File: config.mk
export PLATFORM = sky130hd
export DESIGN_NAME = hi_cmd_sequencer_flat
export DESIGN_NICKNAME = d
export VERILOG_FILES = /design/src/rtl/hi_cmd_sequencer_if.sv /design/src/rtl/hi_cmd_sequencer.sv /design/src/flat_wrapper.sv
export SDC_FILE = /design/constraint.sdc
export NUM_CORES = 1
export LEC_CHECK = 0
export CORE_MARGIN = 1
export CORE_UTILIZATION = 30
export CTS_CLUSTER_SIZE = 20
export DETAILED_ROUTE_END_ITERATION = 8
export HOLD_SLACK_MARGIN = 0.06
export PLACE_DENSITY = 0.54
export SLEW_MARGIN = 20
export SYNTH_ARGS = -nofsm -noshare
export SYNTH_HDL_FRONTEND = slang
export SYNTH_SLANG_ARGS = --single-unit
File: constraint.sdc
create_clock -name ifclk -period 5 [get_ports ifclk]
set_input_delay 0.75 -clock ifclk [delete_from_list [all_inputs] [get_ports ifclk]]
set_output_delay 0.75 -clock ifclk [all_outputs]
set_load 0.01 [all_outputs]
File: src/rtl/hi_cmd_sequencer_if.sv
// Command/response and HI bus signals of the command sequencer.
// master = sequencer side, slave = local requester plus HI bus environment.
interface hi_cmd_sequencer_if;
    logic        cmd_valid;
    logic        cmd_rdy;
    logic        cmd_write;
    logic [15:0] cmd_term_addr;
    logic [31:0] cmd_reg_addr;
    logic [31:0] cmd_data;

    logic        rsp_valid;
    logic        rsp_write;
    logic [31:0] rsp_data;
    logic [15:0] rsp_status;
    logic        rsp_timeout;
    logic        busy;

    logic [15:0] di_term_addr;
    logic [31:0] di_reg_addr;
    logic [31:0] di_len;
    logic        di_write_mode;
    logic        di_read_mode;
    logic        di_read_req;
    logic        di_write;
    logic        di_read;
    logic [31:0] di_reg_datai;
    logic        di_write_rdy;
    logic        di_read_rdy;
    logic [31:0] di_reg_datao;
    logic [15:0] di_transfer_status;
    logic        lock_arbiter;

    modport master (
        input  cmd_valid, cmd_write, cmd_term_addr, cmd_reg_addr, cmd_data,
        output cmd_rdy,
        output rsp_valid, rsp_write, rsp_data, rsp_status, rsp_timeout, busy,
        output di_term_addr, di_reg_addr, di_len, di_write_mode, di_read_mode, di_read_req,
        output di_write, di_read, di_reg_datai, lock_arbiter,
        input  di_write_rdy, di_read_rdy, di_reg_datao, di_transfer_status
    );

    modport slave (
        output cmd_valid, cmd_write, cmd_term_addr, cmd_reg_addr, cmd_data,
        input  cmd_rdy,
        input  rsp_valid, rsp_write, rsp_data, rsp_status, rsp_timeout, busy,
        input  di_term_addr, di_reg_addr, di_len, di_write_mode, di_read_mode, di_read_req,
        input  di_write, di_read, di_reg_datai, lock_arbiter,
        output di_write_rdy, di_read_rdy, di_reg_datao, di_transfer_status
    );
endinterface

File: src/rtl/hi_cmd_sequencer.sv
// HI bus master that executes queued single-word register reads/writes, holding the arbiter
// lock across back-to-back queued commands and returning one response per command.
module hi_cmd_sequencer #(
    parameter int unsigned DEPTH   = 4,
    parameter int unsigned TIMEOUT = 1024
) (
    input logic                ifclk,
    input logic                resetb,
    hi_cmd_sequencer_if.master bus
);

    localparam int unsigned PtrW = $clog2(DEPTH);
    localparam int unsigned CntW = PtrW + 1;
    localparam int unsigned TmoW = (TIMEOUT > 1) ? $clog2(TIMEOUT) : 1;

    typedef enum logic [1:0] {StIdle, StSetup, StWaitRdy, StDone} state_e;

    typedef struct packed {
        logic        write;
        logic [15:0] term;
        logic [31:0] regad;
        logic [31:0] data;
    } cmd_t;

    cmd_t            fifo_q [DEPTH];
    logic [PtrW-1:0] wr_ptr_q, wr_ptr_d, rd_ptr_q, rd_ptr_d;
    logic [CntW-1:0] count_q, count_d;
    logic            rdy_en_q;
    state_e          state_q, state_d;
    cmd_t            act_q, act_d;
    logic [TmoW-1:0] tmo_q, tmo_d;
    logic            lock_q, lock_d;
    logic            rsp_write_q, rsp_write_d;
    logic [31:0]     rsp_data_q, rsp_data_d;
    logic [15:0]     rsp_status_q, rsp_status_d;
    logic            rsp_timeout_q, rsp_timeout_d;

    logic empty, full, push, pop, in_xfer, wr_strobe, rd_strobe, tmo_hit;

    assign empty = (count_q == '0);
    assign full  = (count_q == CntW'(DEPTH));
    assign push  = bus.cmd_valid && bus.cmd_rdy;
    assign pop   = (state_q == StIdle) && !empty;

    assign in_xfer   = (state_q == StSetup) || (state_q == StWaitRdy);
    assign wr_strobe = (state_q == StWaitRdy) && act_q.write && bus.di_write_rdy;
    assign rd_strobe = (state_q == StWaitRdy) && !act_q.write && bus.di_read_rdy;
    assign tmo_hit   = (TIMEOUT != 0) && (tmo_q == TmoW'(TIMEOUT - 1));

    always_comb begin
        wr_ptr_d = wr_ptr_q;
        rd_ptr_d = rd_ptr_q;
        count_d  = count_q;
        if (push) wr_ptr_d = wr_ptr_q + 1'b1;
        if (pop) rd_ptr_d = rd_ptr_q + 1'b1;
        case ({push, pop})
            2'b10:   count_d = count_q + 1'b1;
            2'b01:   count_d = count_q - 1'b1;
            default: count_d = count_q;
        endcase
    end

    always_comb begin
        state_d       = state_q;
        act_d         = act_q;
        tmo_d         = tmo_q;
        lock_d        = lock_q;
        rsp_write_d   = rsp_write_q;
        rsp_data_d    = rsp_data_q;
        rsp_status_d  = rsp_status_q;
        rsp_timeout_d = rsp_timeout_q;
        unique case (state_q)
            StIdle: begin
                if (!empty) begin
                    act_d   = fifo_q[rd_ptr_q];
                    lock_d  = 1'b1;
                    state_d = StSetup;
                end
            end
            StSetup: begin
                tmo_d   = '0;
                state_d = StWaitRdy;
            end
            StWaitRdy: begin
                // A strobe on the timeout cycle still completes normally.
                if (wr_strobe || rd_strobe) begin
                    rsp_write_d   = act_q.write;
                    rsp_data_d    = act_q.write ? 32'd0 : bus.di_reg_datao;
                    rsp_status_d  = bus.di_transfer_status;
                    rsp_timeout_d = 1'b0;
                    state_d       = StDone;
                end else if (tmo_hit) begin
                    rsp_write_d   = act_q.write;
                    rsp_data_d    = 32'd0;
                    rsp_status_d  = 16'd0;
                    rsp_timeout_d = 1'b1;
                    state_d       = StDone;
                end else begin
                    tmo_d = tmo_q + 1'b1;
                end
            end
            StDone: begin
                if (empty) lock_d = 1'b0;
                state_d = StIdle;
            end
            default: state_d = StIdle;
        endcase
    end

    always_ff @(posedge ifclk) begin
        if (push) fifo_q[wr_ptr_q] <= {bus.cmd_write, bus.cmd_term_addr, bus.cmd_reg_addr,
                                       bus.cmd_data};
    end

    always_ff @(posedge ifclk or negedge resetb) begin
        if (!resetb) begin
            wr_ptr_q      <= '0;
            rd_ptr_q      <= '0;
            count_q       <= '0;
            rdy_en_q      <= 1'b0;
            state_q       <= StIdle;
            act_q         <= '0;
            tmo_q         <= '0;
            lock_q        <= 1'b0;
            rsp_write_q   <= 1'b0;
            rsp_data_q    <= '0;
            rsp_status_q  <= '0;
            rsp_timeout_q <= 1'b0;
        end else begin
            wr_ptr_q      <= wr_ptr_d;
            rd_ptr_q      <= rd_ptr_d;
            count_q       <= count_d;
            rdy_en_q      <= 1'b1;
            state_q       <= state_d;
            act_q         <= act_d;
            tmo_q         <= tmo_d;
            lock_q        <= lock_d;
            rsp_write_q   <= rsp_write_d;
            rsp_data_q    <= rsp_data_d;
            rsp_status_q  <= rsp_status_d;
            rsp_timeout_q <= rsp_timeout_d;
        end
    end

    // cmd_rdy stays low while in reset and rises on the first clock after release.
    assign bus.cmd_rdy       = rdy_en_q && !full;
    assign bus.busy          = !empty || (state_q != StIdle);
    assign bus.rsp_valid     = (state_q == StDone);
    assign bus.rsp_write     = rsp_write_q;
    assign bus.rsp_data      = rsp_data_q;
    assign bus.rsp_status    = rsp_status_q;
    assign bus.rsp_timeout   = rsp_timeout_q;
    assign bus.di_term_addr  = act_q.term;
    assign bus.di_reg_addr   = act_q.regad;
    assign bus.di_reg_datai  = act_q.data;
    assign bus.di_len        = 32'd4;
    assign bus.di_write_mode = in_xfer && act_q.write;
    assign bus.di_read_mode  = in_xfer && !act_q.write;
    assign bus.di_read_req   = (state_q == StSetup) && !act_q.write;
    assign bus.di_write      = wr_strobe;
    assign bus.di_read       = rd_strobe;
    assign bus.lock_arbiter  = lock_q;

endmodule

File: src/flat_wrapper.sv
// flat-port wrapper written by rule: the top's interface ports become plain ports
module hi_cmd_sequencer_flat 
#(
    parameter int unsigned DEPTH   = 4,
    parameter int unsigned TIMEOUT = 1024
)
  (ifclk, resetb, bus_cmd_valid, bus_cmd_write, bus_cmd_term_addr, bus_cmd_reg_addr, bus_cmd_data, bus_cmd_rdy, bus_rsp_valid, bus_rsp_write, bus_rsp_data, bus_rsp_status, bus_rsp_timeout, bus_busy, bus_di_term_addr, bus_di_reg_addr, bus_di_len, bus_di_write_mode, bus_di_read_mode, bus_di_read_req, bus_di_write, bus_di_read, bus_di_reg_datai, bus_lock_arbiter, bus_di_write_rdy, bus_di_read_rdy, bus_di_reg_datao, bus_di_transfer_status);
  hi_cmd_sequencer_if bus_i ();
  input logic ifclk;
  input logic resetb;
  input wire logic [$bits(bus_i.cmd_valid)-1:0] bus_cmd_valid;
  input wire logic [$bits(bus_i.cmd_write)-1:0] bus_cmd_write;
  input wire logic [$bits(bus_i.cmd_term_addr)-1:0] bus_cmd_term_addr;
  input wire logic [$bits(bus_i.cmd_reg_addr)-1:0] bus_cmd_reg_addr;
  input wire logic [$bits(bus_i.cmd_data)-1:0] bus_cmd_data;
  output wire logic [$bits(bus_i.cmd_rdy)-1:0] bus_cmd_rdy;
  output wire logic [$bits(bus_i.rsp_valid)-1:0] bus_rsp_valid;
  output wire logic [$bits(bus_i.rsp_write)-1:0] bus_rsp_write;
  output wire logic [$bits(bus_i.rsp_data)-1:0] bus_rsp_data;
  output wire logic [$bits(bus_i.rsp_status)-1:0] bus_rsp_status;
  output wire logic [$bits(bus_i.rsp_timeout)-1:0] bus_rsp_timeout;
  output wire logic [$bits(bus_i.busy)-1:0] bus_busy;
  output wire logic [$bits(bus_i.di_term_addr)-1:0] bus_di_term_addr;
  output wire logic [$bits(bus_i.di_reg_addr)-1:0] bus_di_reg_addr;
  output wire logic [$bits(bus_i.di_len)-1:0] bus_di_len;
  output wire logic [$bits(bus_i.di_write_mode)-1:0] bus_di_write_mode;
  output wire logic [$bits(bus_i.di_read_mode)-1:0] bus_di_read_mode;
  output wire logic [$bits(bus_i.di_read_req)-1:0] bus_di_read_req;
  output wire logic [$bits(bus_i.di_write)-1:0] bus_di_write;
  output wire logic [$bits(bus_i.di_read)-1:0] bus_di_read;
  output wire logic [$bits(bus_i.di_reg_datai)-1:0] bus_di_reg_datai;
  output wire logic [$bits(bus_i.lock_arbiter)-1:0] bus_lock_arbiter;
  input wire logic [$bits(bus_i.di_write_rdy)-1:0] bus_di_write_rdy;
  input wire logic [$bits(bus_i.di_read_rdy)-1:0] bus_di_read_rdy;
  input wire logic [$bits(bus_i.di_reg_datao)-1:0] bus_di_reg_datao;
  input wire logic [$bits(bus_i.di_transfer_status)-1:0] bus_di_transfer_status;
  assign bus_i.cmd_valid = bus_cmd_valid;
  assign bus_i.cmd_write = bus_cmd_write;
  assign bus_i.cmd_term_addr = bus_cmd_term_addr;
  assign bus_i.cmd_reg_addr = bus_cmd_reg_addr;
  assign bus_i.cmd_data = bus_cmd_data;
  assign bus_cmd_rdy = bus_i.cmd_rdy;
  assign bus_rsp_valid = bus_i.rsp_valid;
  assign bus_rsp_write = bus_i.rsp_write;
  assign bus_rsp_data = bus_i.rsp_data;
  assign bus_rsp_status = bus_i.rsp_status;
  assign bus_rsp_timeout = bus_i.rsp_timeout;
  assign bus_busy = bus_i.busy;
  assign bus_di_term_addr = bus_i.di_term_addr;
  assign bus_di_reg_addr = bus_i.di_reg_addr;
  assign bus_di_len = bus_i.di_len;
  assign bus_di_write_mode = bus_i.di_write_mode;
  assign bus_di_read_mode = bus_i.di_read_mode;
  assign bus_di_read_req = bus_i.di_read_req;
  assign bus_di_write = bus_i.di_write;
  assign bus_di_read = bus_i.di_read;
  assign bus_di_reg_datai = bus_i.di_reg_datai;
  assign bus_lock_arbiter = bus_i.lock_arbiter;
  assign bus_i.di_write_rdy = bus_di_write_rdy;
  assign bus_i.di_read_rdy = bus_di_read_rdy;
  assign bus_i.di_reg_datao = bus_di_reg_datao;
  assign bus_i.di_transfer_status = bus_di_transfer_status;
  hi_cmd_sequencer #(.DEPTH(DEPTH), .TIMEOUT(TIMEOUT)) u_core (.ifclk(ifclk), .resetb(resetb), .bus(bus_i));
endmodule
==> metrics <==
Setup TNS Final=0 ns; Via density=4.434; total congestion overflow=0; clk sinks=476; crit-path max cell delay=0.60 ns; Port Buffer Count=272; Int Power=0.01011 W; period utilization=69.12%; Antenna Nets Post-Route=0; largest net degree at the start of global routing=79; Slew @ Worst Pin=0.8770 ns; Final Max Slew Viols=0; Worst Path Arrival=2.71 ns; CP Capture Type=output pin; fin crit period=3.456 ns; clock edge transition at the registers on the reported setup and hold paths=0.06 ns; Synthesis Warnings=0; Cell Rows=91; switching power total=0.004110 W; Comb pwr share=33.0%; P&R area growth vs syn=25.26%; Seq cells post-synth=476; FFs w/ async S/R, synth=31.93%; H-tree Lvls=2; vias in the first global route=9952; Clock power frac=26.9%; CTS-repair resized insts=0; Die Width=253.0 um; Worst EP required=4.25 ns; Total Routing Usage GR=12.55%; DRT iter0 DRCs=370; drt total wl=39790 um; Hold Fails Final Rpt=0; synthesized cell area=18890 sq um; clock root buffer master=clkbuf_16; total CTS buffers=55; IO Pins=305; Syn Inst Count=962; crit path launch type=flip-flop; Worst Hold Class=in -> async; first-pass GRT wire length=60530 um; core area=61940 sq um; drc violations=0; sequential-to-total area share from yosys stat=71.62%; crit path kind=reg -> out; crit path buf inv count=4; syn_area_per_cell=19.64 sq um; Pre-Repair DR Iteration Count=7; final setup violation count=0; sequential power share=40.1%; Lkg Pwr=8.534 nW; unrepaired setup endpoints after global routing=false; outcome=complete, no violations; Post-synth EDFFs=324; initial antenna violation count=6; Initial Utilization=30.50%; worst skew pair latency=0.61 ns; worst hold slack=0.2228 ns; CTS tree=yes; die area=63990 sq um; CP max stage cell=clkdlybuf4s50_1; Most used DFF post-synth=edfxtp_1; most frequent cells in the layout=edfxtp_1, clkdlybuf4s50_1, dfrtp_1, mux4_2, mux2_4; Worst VDD drop=330.6 uV; Final #Nets=1328; critical path fanouts, max=29; DIE HEIGHT=253.0 um; share of layout cells above drive strength 1=22.39%; fmax=289.4 MHz; max cap viols=0; worst-case clock buffer depth=3; hold_buf cts=0; Setup Buffers After CTS=0; cell family with most CP delay=buffers and inverters; relative slew slack=41.54%; via count=9160; Clock Skew=0.03329 ns; critical path, cell by cell=inv_1 > ha_1 > buf_4 > and2_1 > buf_4 > clkdlybuf4s50_1; Sw Ratio=28.90%; Routability Congestion=0.7058; hpwl dp=22880 um; Crit path top cell by count=buf_4; WL/cell=19.26 um; most common cell after layout, fill and taps aside=edfxtp_1; Pwr Density=601.0 nW/um^2; Yosys cell types=50
## Yosys cell counts (all sizes together) (2+ instances only)
cell type	count	share of area (%)
edfxtp	324	51
dfrtp	152	20
buf	144	5.6
mux2	85	6.2
mux4	81	9.7
a22o	42	1.9
inv	18	0.36
and3	13	0.46
ha	11	0.73
clkbuf	8	0.16
and2	7	0.26
nand2	7	0.14
nor2	7	0.14
a21o	6	0.24
nand3	6	0.16
o21ai	6	0.22
o221ai	6	0.31
nand4	5	0.17
a31oi	3	0.099
or3	3	0.13
xnor2	3	0.14
xor2	3	0.14
conb	2	0.040
mux2i	2	0.11
nor2b	2	0.066
nor3	2	0.053
## cell type report
| cell class | instances | area [sq um] |
|---|---|---|
| clock buffer | 74 | 1528 |
| timing repair buffer | 284 | 2902 |
| antenna | 1 | 2.502 |
| multi-input combinational | 347 | 4340 |
| sequential | 476 | 13540 |
| inverter | 18 | 67.56 |
| tap | 837 | 1047 |
| fill | 5739 | 38270 |
| clock inverter | 29 | 239.0 |
## state kept, by name, indices dropped and copies added (netlist names), 3 cells and up
signal	count
u_core.bus.rsp_data	32
u_core.tmo_q	10
u_core.count_q	3
u_core.bus.di_reg_datai	32
u_core.bus.di_term_addr	16
u_core.bus.di_reg_addr	32
u_core.fifo_q	324
u_core.bus.rsp_status	16
## worst paths after layout
kind | startpoint | endpoint | slack (ns) | cells after the start
min | resetb | u_core.bus.lock_arbiter$_DFFE_PN0P_ | 0.22 | 1
max | u_core.state_q[0]$_DFFE_PN0P_ | bus_di_read | 1.54 | 6
max reg2reg | u_core.state_q[1]$_DFFE_PN0P_ | u_core.count_q[2]$_DFFE_PN0P_ | 2.33 | 9
min in group ifclk | u_core.bus.rsp_data[29]$_DFFE_PN0P_ | u_core.bus.rsp_data[29]$_DFFE_PN0P_ | 0.48 | 1
min reg2reg | u_core.bus.rsp_data[29]$_DFFE_PN0P_ | u_core.bus.rsp_data[29]$_DFFE_PN0P_ | 0.48 | 1
max in group asynchronous | resetb | u_core.rd_ptr_q[0]$_DFFE_PN0P_ | 3.77 | 2
## power groups by stage
stage,Clock [W],Sequential [W],Combinational [W]
finish,0.00383,0.00570,0.00469
CTS,0.00395,0.00573,0.00481
detailed placement,0,0.00579,0.00480
floorplan,0,0.00564,0.00338
global route,0.00410,0.00583,0.00506
global placement,0,0.00577,0.00476
## per-stage QoR
stage	area, sq um	util, %	std cells	power [W]	setup WS (ns)
after CTS	23660	38.21	2065	0.01450	1.489
after global routing	23660	38.21	2065	0.01500	1.419
after global placement	21900	35.35	1962	0.01053	1.554
final	23670	38.21	2066	0.01422	1.544
after detailed placement	21900	35.35	1962	0.01059	1.578
after floorplan	19010	-	993	0.009014	1.698
## routing by layer
layer	global-route usage (%)	vias up	routed length, um
met5	0	-	70
met4	3.913	10	917
met3	4.204	79	3097
met2	20.64	274	19040
met1	15.53	4751	16670
li1	-	4046	-
## cells by family (layout without fill, tap and decap cells)
family | Yosys count | count (layout) | synth area share (%)
xor gates and xnor gates | 6 | 6 | 0.2782
AOI/OAI and AO/OA | 72 | 72 | 3.377
muxes | 168 | 168 | 15.98
adders and majority gates | 12 | 12 | 0.8344
other | 2 | 34 | 0.03975
and+or+nand+nor | 56 | 56 | 1.742
DFF | 476 | 476 | 71.62
buffers and inverters | 170 | 405 | 6.125
## worst register-to-register path, stage by stage, from the launching register on
cell     delay [ns]
dfrtp_1        0.41
inv_1          0.12
ha_1           0.20
and2_4         0.70
ha_1           0.32
inv_1          0.06
fa_1           0.37
xor2_1         0.15
nor2_1         0.11
xor2_1         0.15
No activity file was read; power rests on OpenSTA's default activity.
